[config.mk]
export PLATFORM = sky130hd
export DESIGN_NAME = bios_loader_flat
export DESIGN_NICKNAME = d
export VERILOG_FILES = /design/src/rtl/bios_loader_pkg.sv /design/src/rtl/bios_loader_if.sv /design/src/rtl/bios_loader_ctr.sv /design/src/rtl/bios_loader.sv /design/src/flat_wrapper.sv
export SDC_FILE = /design/constraint.sdc
export NUM_CORES = 1
export LEC_CHECK = 0
export BUFFER_PORTS_ARGS = -buffer_cell sky130_fd_sc_hd__buf_4
export CAP_MARGIN = 20
export CELL_PAD_IN_SITES_DETAIL_PLACEMENT = 1
export CELL_PAD_IN_SITES_GLOBAL_PLACEMENT = 1
export CORE_MARGIN = 2
export CORE_UTILIZATION = 21
export CTS_BUF_LIST = sky130_fd_sc_hd__clkbuf_8 sky130_fd_sc_hd__clkbuf_16
export DETAILED_ROUTE_END_ITERATION = 10
export PLACE_DENSITY = 0.86
export REMOVE_ABC_BUFFERS = 1
export SETUP_SLACK_MARGIN = 0.15
export SYNTH_ARGS = -nofsm -noshare
export SYNTH_HDL_FRONTEND = slang
export SYNTH_HIERARCHICAL = 1
export SYNTH_SLANG_ARGS = --single-unit
[constraint.sdc]
create_clock -name clk -period 2.1 [get_ports clk]
set_clock_uncertainty 0.1 [all_clocks]
set_input_delay 0.63 -clock clk [delete_from_list [all_inputs] [get_ports clk]]
set_output_delay 0.63 -clock clk [all_outputs]
set_load 0.02 [all_outputs]
[src/rtl/bios_loader_pkg.sv]
// i281_pkg: shared widths, instruction field positions and loader state encoding.
package i281_pkg;
  localparam int INSTR_W = 17;
  localparam int IMEM_AW = 5;
  localparam int BIOS_AW = 4;
  localparam int MC_BIT  = 16;
  localparam int OPC_MSB = 15;
  localparam int OPC_LSB = 12;
  typedef enum logic [1:0] {S_IDLE, S_LOAD, S_VERIFY, S_DONE} ld_state_e;
endpackage

[src/rtl/bios_loader_if.sv]
// bios_loader_if: instruction-memory write port plus 1-cycle-latency readback port.
interface bios_loader_if;
  import i281_pkg::*;
  logic               imem_wr_valid;
  logic               imem_wr_ready;
  logic [IMEM_AW-1:0] imem_wr_addr;
  logic [INSTR_W-1:0] imem_wr_data;
  logic [IMEM_AW-1:0] imem_rd_addr;
  logic [INSTR_W-1:0] imem_rd_data;
  modport master (output imem_wr_valid, imem_wr_addr, imem_wr_data, imem_rd_addr,
                  input  imem_wr_ready, imem_rd_data);
  modport slave  (input  imem_wr_valid, imem_wr_addr, imem_wr_data, imem_rd_addr,
                  output imem_wr_ready, imem_rd_data);
endinterface

[src/rtl/bios_loader_ctr.sv]
// bios_loader_ctr: word index counter with clear priority over enable and a terminal-count flag.
module bios_loader_ctr #(
  parameter int W    = 5,
  parameter int LAST = 15
) (
  input  logic         clk,
  input  logic         rst_n,
  input  logic         clr_i,
  input  logic         en_i,
  output logic [W-1:0] cnt_o,
  output logic         tc_o
);
  logic [W-1:0] cnt_q, cnt_d;
  always_comb cnt_d = clr_i ? '0 : en_i ? cnt_q + 1'b1 : cnt_q;
  always_ff @(posedge clk or negedge rst_n)
    if (!rst_n) cnt_q <= '0;
    else        cnt_q <= cnt_d;
  assign cnt_o = cnt_q;
  assign tc_o  = cnt_q == W'(LAST);
endmodule

[src/rtl/bios_loader.sv]
// bios_loader: copies NUM_WORDS BIOS ROM words into instruction memory while holding the CPU.
// Define BIOS_LOADER_VERIFY_EN to add a readback VERIFY pass with a sticky mismatch flag.
module bios_loader
  import i281_pkg::*;
#(
  parameter logic [IMEM_AW-1:0] BASE_ADDR = 5'd0,
  parameter int                 NUM_WORDS = 16
) (
  input  logic               clk,
  input  logic               rst_n,
  input  logic               start,
  output logic [BIOS_AW-1:0] bios_addr,
  input  logic [INSTR_W-1:0] bios_word,
  bios_loader_if.master      imem,
  output logic               cpu_hold,
  output logic               busy,
  output logic               done,
  output logic               verify_err
);
`ifdef BIOS_LOADER_VERIFY_EN
  localparam ld_state_e AFTER_LOAD = S_VERIFY;
`else
  localparam ld_state_e AFTER_LOAD = S_DONE;
`endif
  ld_state_e          state_q, state_d;
  logic [IMEM_AW-1:0] idx;
  logic               tc, clr, en, in_load, start_acc;
  bios_loader_ctr #(.W(IMEM_AW), .LAST(NUM_WORDS - 1)) u_ctr (
    .clk   (clk),
    .rst_n (rst_n),
    .clr_i (clr),
    .en_i  (en),
    .cnt_o (idx),
    .tc_o  (tc)
  );
  always_ff @(posedge clk or negedge rst_n)
    if (!rst_n) state_q <= S_IDLE;
    else        state_q <= state_d;
  always_comb begin
    state_d = state_q;
    clr     = 1'b0;
    en      = 1'b0;
    case (state_q)
      S_LOAD: begin
        en = imem.imem_wr_ready;
        if (imem.imem_wr_ready && tc) begin
          clr     = 1'b1;
          state_d = AFTER_LOAD;
        end
      end
`ifdef BIOS_LOADER_VERIFY_EN
      S_VERIFY: begin
        en = 1'b1;
        if (idx == IMEM_AW'(NUM_WORDS)) begin
          clr     = 1'b1;
          state_d = S_DONE;
        end
      end
`endif
      default: if (start) begin
        clr     = 1'b1;
        state_d = S_LOAD;
      end
    endcase
  end
  assign in_load            = state_q == S_LOAD;
  assign busy               = in_load || state_q == S_VERIFY;
  assign done               = state_q == S_DONE;
  assign cpu_hold           = !done;
  assign start_acc          = start && !busy;
  assign bios_addr          = busy ? idx[BIOS_AW-1:0] : '0;
  assign imem.imem_wr_valid = in_load;
  assign imem.imem_wr_addr  = in_load ? BASE_ADDR + idx : '0;
  assign imem.imem_wr_data  = in_load ? bios_word : '0;
`ifdef BIOS_LOADER_VERIFY_EN
  // Read data lags the address by a cycle, so the ROM word is delayed alongside it.
  logic [INSTR_W-1:0] exp_q;
  logic               chk_q, chk_d, verr_q, verr_d;
  assign chk_d  = state_q == S_VERIFY && idx < IMEM_AW'(NUM_WORDS);
  assign verr_d = start_acc ? 1'b0 : verr_q | (chk_q && imem.imem_rd_data != exp_q);
  always_ff @(posedge clk or negedge rst_n)
    if (!rst_n) begin
      exp_q  <= '0;
      chk_q  <= 1'b0;
      verr_q <= 1'b0;
    end else begin
      exp_q  <= bios_word;
      chk_q  <= chk_d;
      verr_q <= verr_d;
    end
  assign imem.imem_rd_addr = state_q == S_VERIFY ? BASE_ADDR + idx : '0;
  assign verify_err        = verr_q;
`else
  assign imem.imem_rd_addr = '0;
  assign verify_err        = 1'b0;
`endif
endmodule

[src/flat_wrapper.sv]
// flat-port wrapper written by rule: the top's interface ports become plain ports
module bios_loader_flat import i281_pkg::*;
#(
  parameter logic [IMEM_AW-1:0] BASE_ADDR = 5'd0,
  parameter int                 NUM_WORDS = 16
)
  (clk, rst_n, start, bios_addr, bios_word, cpu_hold, busy, done, verify_err, imem_imem_wr_valid, imem_imem_wr_addr, imem_imem_wr_data, imem_imem_rd_addr, imem_imem_wr_ready, imem_imem_rd_data);
  bios_loader_if imem_i ();
  input  logic clk;
  input  logic rst_n;
  input  logic start;
  output logic [BIOS_AW-1:0] bios_addr;
  input  logic [INSTR_W-1:0] bios_word;
  output logic cpu_hold;
  output logic busy;
  output logic done;
  output logic verify_err;
  output wire logic [$bits(imem_i.imem_wr_valid)-1:0] imem_imem_wr_valid;
  output wire logic [$bits(imem_i.imem_wr_addr)-1:0] imem_imem_wr_addr;
  output wire logic [$bits(imem_i.imem_wr_data)-1:0] imem_imem_wr_data;
  output wire logic [$bits(imem_i.imem_rd_addr)-1:0] imem_imem_rd_addr;
  input wire logic [$bits(imem_i.imem_wr_ready)-1:0] imem_imem_wr_ready;
  input wire logic [$bits(imem_i.imem_rd_data)-1:0] imem_imem_rd_data;
  assign imem_imem_wr_valid = imem_i.imem_wr_valid;
  assign imem_imem_wr_addr = imem_i.imem_wr_addr;
  assign imem_imem_wr_data = imem_i.imem_wr_data;
  assign imem_imem_rd_addr = imem_i.imem_rd_addr;
  assign imem_i.imem_wr_ready = imem_imem_wr_ready;
  assign imem_i.imem_rd_data = imem_imem_rd_data;
  bios_loader #(.BASE_ADDR(BASE_ADDR), .NUM_WORDS(NUM_WORDS)) u_core (.clk(clk), .rst_n(rst_n), .start(start), .bios_addr(bios_addr), .bios_word(bios_word), .imem(imem_i), .cpu_hold(cpu_hold), .busy(busy), .done(done), .verify_err(verify_err));
endmodule
# Word-level counts from Yosys, hierarchy flattened
# Index checks and enable logic that the tools add are counted.
# word_totals
register_bits	7
input_bits	38
out_inout_bits	36
elab_cells	26
# op_classes
addsub	1
n_eq_ne	5
n_mux	12
n_reduce_logical	6
# ops
op	count
17-bit two-way mux	1
5-bit two-way mux	3
2-bit two-way mux	3
5-bit by 1-bit adder with 5-bit output, second input constant	1
5-bit by 4-bit == test with 1-bit output, second input constant	1
2-bit == test, second input constant	2
1-bit two-way mux	4
4-bit two-way mux	1
2-bit nonzero test	2
2-bit by 1-bit == test with 1-bit output, second input constant	1
2-bit != test, second input constant	1
2-bit AND reduction	1
1-bit logical AND	1
1-bit logical NOT	1
1-bit logical OR	1

# Depth between registers and ports, before layout
# depth
depth_word	5
mapped_depth	7

# Hierarchy
# Netlist, hierarchy kept.
# modules_own_cells
mod	n_inst	cells_each	area_per_inst_um2
bios_loader	1	50	380.4
bios_loader_ctr	1	23	270.3

# Least setup slack after synthesis
# Ideal clock, no wire load.
# synth_timing
kind	flip-flop to output port
from	register u_core.state_q[1]
to	output port imem_imem_wr_addr[3]
arrival_time_ps	1156
t_required_ps	1370
path_slack_ps	214
stages_incl_launch_ff	5
cell_sequence	dfrtp_1 inv_1 ha_1 clkbuf_1 and2_1
# synth_between
elab_chain_cells	2
# synth_rtl
item	line_no	source
from (decl)	bios_loader.sv:25	ld_state_e state_q, state_d;
from (signal assigned)	bios_loader.sv:38	else state_q <= state_d;
2-bit by 1-bit == test with 1-bit output	bios_loader.sv:66	assign in_load = state_q == S_LOAD;
5-bit two-way mux	bios_loader.sv:73	assign imem.imem_wr_addr = in_load ? BASE_ADDR + idx : '0;
to (decl)	flat_wrapper.sv:19	output wire logic [$bits(imem_i.imem_wr_addr)-1:0] imem_imem_wr_addr;
# No other way between the ends.

# Worst setup path in the final report
# layout_timing
from	register u_core.state_q[0]
to	output port imem_imem_wr_addr[1]
# The elaborated chain is that of the path after synthesis.

==> metrics list <==
- Worst Hold Slack: 0.102 ns
* Largest stage delay on the critical path: 0.41 ns
- Counting distinct cell types in the post-synthesis netlist gives 24.
* Top area cells in the synthesized netlist: sky130_fd_sc_hd__dfrtp_1 (27%), sky130_fd_sc_hd__and2_1 (19%), sky130_fd_sc_hd__ha_1 (12%)
- Commonest cells post-synth: sky130_fd_sc_hd__and2_1 (20), sky130_fd_sc_hd__dfrtp_1 (7), sky130_fd_sc_hd__buf_4 (6), sky130_fd_sc_hd__ha_1 (6)
- 0 antenna diodes ended up in the layout.
* Worst reg-to-reg path cell count: 8
* HP Class: in -> async
* Post-synthesis sequential area ratio: 0.269
- From bottom edge to top edge, the die measures 59.7 um.
- The startpoint identified for the worst register-to-register timing path is u_core/state_q[0]$_DFFE_PN0P_.
* Worst-case clock buffer depth: 2
- Post-synth EDFFs: 0
- VDD sags by at most 0.000331 V.
- Horizontal extent of the die: 59.7 um
- Post-detailed-route count of antenna-violating nets: 0
- In this run the count of I/O pins placed on the die edge is 74.
- Via-to-Cell Ratio: 4.19
- Critical-path cell list: ha_4 > buf_12 > and2_2 > buf_6
- TritonCTS built the clock tree.
* Via count of the first global-routing pass: 708
* Hold violation total from the final report: 0
- In this run, the number of DRC markers left after iteration 0 of detailed routing was 18.
* Routed wirelength normalized by instance count: 15.0 um
- Critical Path End Type: output port
- DRC viols: 0
- Most area-hungry cell type in the Yosys netlist: sky130_fd_sc_hd__dfrtp_1
- Across every metal layer, demand over resource in global routing totals 0.134.
- Layout Nets: 176
- Counting flops and latches in the post-synthesis netlist gives 7.
* Area of the multi-input gates: 483 um^2
- Static leakage power: 0.000678 uW
* Summed negative setup slack over all endpoints: 0 ns
* Routed wire length: 2.46 mm
- Of all nets on the critical path, the largest fanout is 12.
- Summing over every cut layer, the via total after detailed routing is 687.
- Grouping stages by cell kind, the critical path spends the most delay in flip-flops.
* Element type at the critical path start: flip-flop
- Clock latency on the worst-skew pair, taken at its later pin, is 0.23 ns.
- Initial standard-cell utilization of the core: 0.217
- Total number of clock tree sinks: 7
- Mean area per synthesized cell: 8.91 um^2
- Among all flip-flop cells after synthesis, the most frequent one is sky130_fd_sc_hd__dfrtp_1.
- Antenna violations before repair: 0
- The run finished with clean final reports.
* Maximum operating frequency: 490 MHz
- After clock tree synthesis, the flow added hold-fix buffers numbering 0.
- The region available for standard cell placement spans 3000 um^2.
* Minimum clock period after layout: 2.04 ns
- The floorplan step defined a die boundary enclosing 3560 um^2.
- Standard-cell rows: 20
- Power spread over the standard cell area amounts to 1350 nW/um^2.
* Clock transition time at the flip-flop clock pins of the worst setup and hold paths: 0.05 ns
* Number of iterations in the first detailed-routing pass: 4
- In the synthesized netlist the async set-or-reset flop fraction comes to 1.00.
- In the final layout, the share of cells above drive strength 1 is 0.679.
- Syn Std Cell Area: 651 um^2
* Area share of the largest cell type after synthesis: 0.269
- The most critical setup path has its startpoint at u_core/state_q[0]$_DFFE_PN0P_.
- In this run the clock root is driven by a sky130_fd_sc_hd__clkbuf_8.
- At the placement stage, the worst setup path has a slack of 0.111 ns.
* Required arrival time at the worst endpoint: 1.37 ns
* Num CTS Buffers: 3
- Worst Slack Setup Final: 0.0587 ns
- The filler cells instantiated in the layout total 350.
- Logic depth of the worst path, buffers included: 4
* Routability-driven placement congestion ratio: 0.762
- Synthesis-to-layout area growth: 103%
* Slowest stage cell on the critical path: sky130_fd_sc_hd__dfrtp_1
- Across the run, the number of max-cap violations was 0.
- Wire length of the first global-routing pass: 3.42 mm
- Setup repair after global routing could not meet its margin everywhere.
- The most common cell in the synthesized netlist is sky130_fd_sc_hd__and2_1.
* Number of H-tree levels: 1
- Dividing the final minimum period by the clock period gives 0.972.
* Arrival @ worst endpoint: 1.31 ns
* Seq. cell area: 178 um^2
- HPWL reported at the end of detailed placement: 1.62 mm
* Buffers plus inverters on the worst setup path: 2
- Final number of max-transition violations: 0
* Gr ovfl total: 0
- Critical setup path kind: reg -> out
* Gate Count Post-Synth: 73
- Count of buffers inserted at the top-level ports: 50
* Pin count of the biggest net entering global routing: 13
- Yosys warnings: 6
- Number of setup violations in the final report: 0
[metal layers]
layer | global-route usage | vias to the layer above | part of all wire
met3 | 0.0455 | 5 | 0.056
met2 | 0.256 | 25 | 0.59
met1 | 0.131 | 328 | 0.34
li1 | - | 329 | -
met5 | 0 | - | 0
met4 | 0.0476 | 0 | 0.010
[repair_timing]
action / in CTS / in global routing
setup endpoints to repair: 28 / 28
setup buffers: 5 / 1
cloned: 1 / 0
resized for setup: 31 / 19
pin swaps: 1 / 1
hold endpoints to repair: 0 / 0
[worst register-to-register path: cells and delay by family (launching register included)]
kind	cells	cell delay, ns
flops	1	0.41
buf+inv	3	0.41
fa+ha+maj	1	0.21
simple gates	2	0.34
compound gates	1	0.07
mux	1	0.24
[registers in the layout, summed over array words and instances (netlist names)]
| register | count |
|---|---|
| u_core/state_q | 2 |
| u_core/u_ctr/cnt_o | 5 |
[stage by stage]
step	power, uW	std cells	utilization	area [um^2]
after floorplan	762	69	-	606
after global placement	1150	153	0.347	1040
after detailed placement	1190	153	0.347	1040
after CTS	1670	163	0.420	1260
after global routing	1900	164	0.441	1320
final	1780	164	0.441	1320
[cell families after synthesis]
| group | Yosys count | share of synthesized area |
|---|---|---|
| flops | 7 | 0.269 |
| xor+xnor | 1 | 0.0135 |
| buf+inv | 14 | 0.127 |
| mux | 3 | 0.0558 |
| fa+ha+maj | 6 | 0.115 |
| compound gates | 4 | 0.0538 |
| other cells | 1 | 0.00576 |
| simple gates | 37 | 0.360 |
[layout by cell type, fill, tap and decap left out, types with 2 or more instances in the layout]
cell	count
sky130_fd_sc_hd__inv_2	2
sky130_fd_sc_hd__dfrtp_1	5
sky130_fd_sc_hd__nor2_1	4
sky130_fd_sc_hd__nor2b_4	2
sky130_fd_sc_hd__and2_4	11
sky130_fd_sc_hd__and2_1	9
sky130_fd_sc_hd__buf_4	32
sky130_fd_sc_hd__ha_1	3
sky130_fd_sc_hd__clkbuf_8	3
sky130_fd_sc_hd__dfrtp_2	2
sky130_fd_sc_hd__nor2b_1	2
sky130_fd_sc_hd__ha_2	2
sky130_fd_sc_hd__buf_6	24
sky130_fd_sc_hd__conb_1	6
sky130_fd_sc_hd__inv_1	4
sky130_fd_sc_hd__and2_2	3
[final timing paths]
kind	endpoint	slack (ns)
hold / removal	u_core/u_ctr/cnt_o[0]$_DFFE_PN0P_	0.10
setup / recovery	imem_imem_wr_addr[1]	0.06
setup reg to reg	u_core/u_ctr/cnt_o[3]$_DFFE_PN0P_	0.21
min in group clk	u_core/u_ctr/cnt_o[1]$_DFFE_PN0P_	0.52
max in group asynchronous	u_core/u_ctr/cnt_o[1]$_DFFE_PN0P_	1.66
hold reg to reg	u_core/u_ctr/cnt_o[1]$_DFFE_PN0P_	0.52
[where the power goes]
part | internal, uW | switching (uW) | total, uW
clock | 127 | 70.7 | 198
combinational | 724 | 632 | 1360
sequential | 180 | 50.3 | 230
[area by class of cell]
cell class,count,area share
tap,33,0.0312
clock buffer,3,0.0312
multi-input combinational,57,0.365
sequential,7,0.134
clock inverter,1,0.00284
timing repair buffer,58,0.422
inverter,5,0.0142
Power figures use the tool's default switching activity.
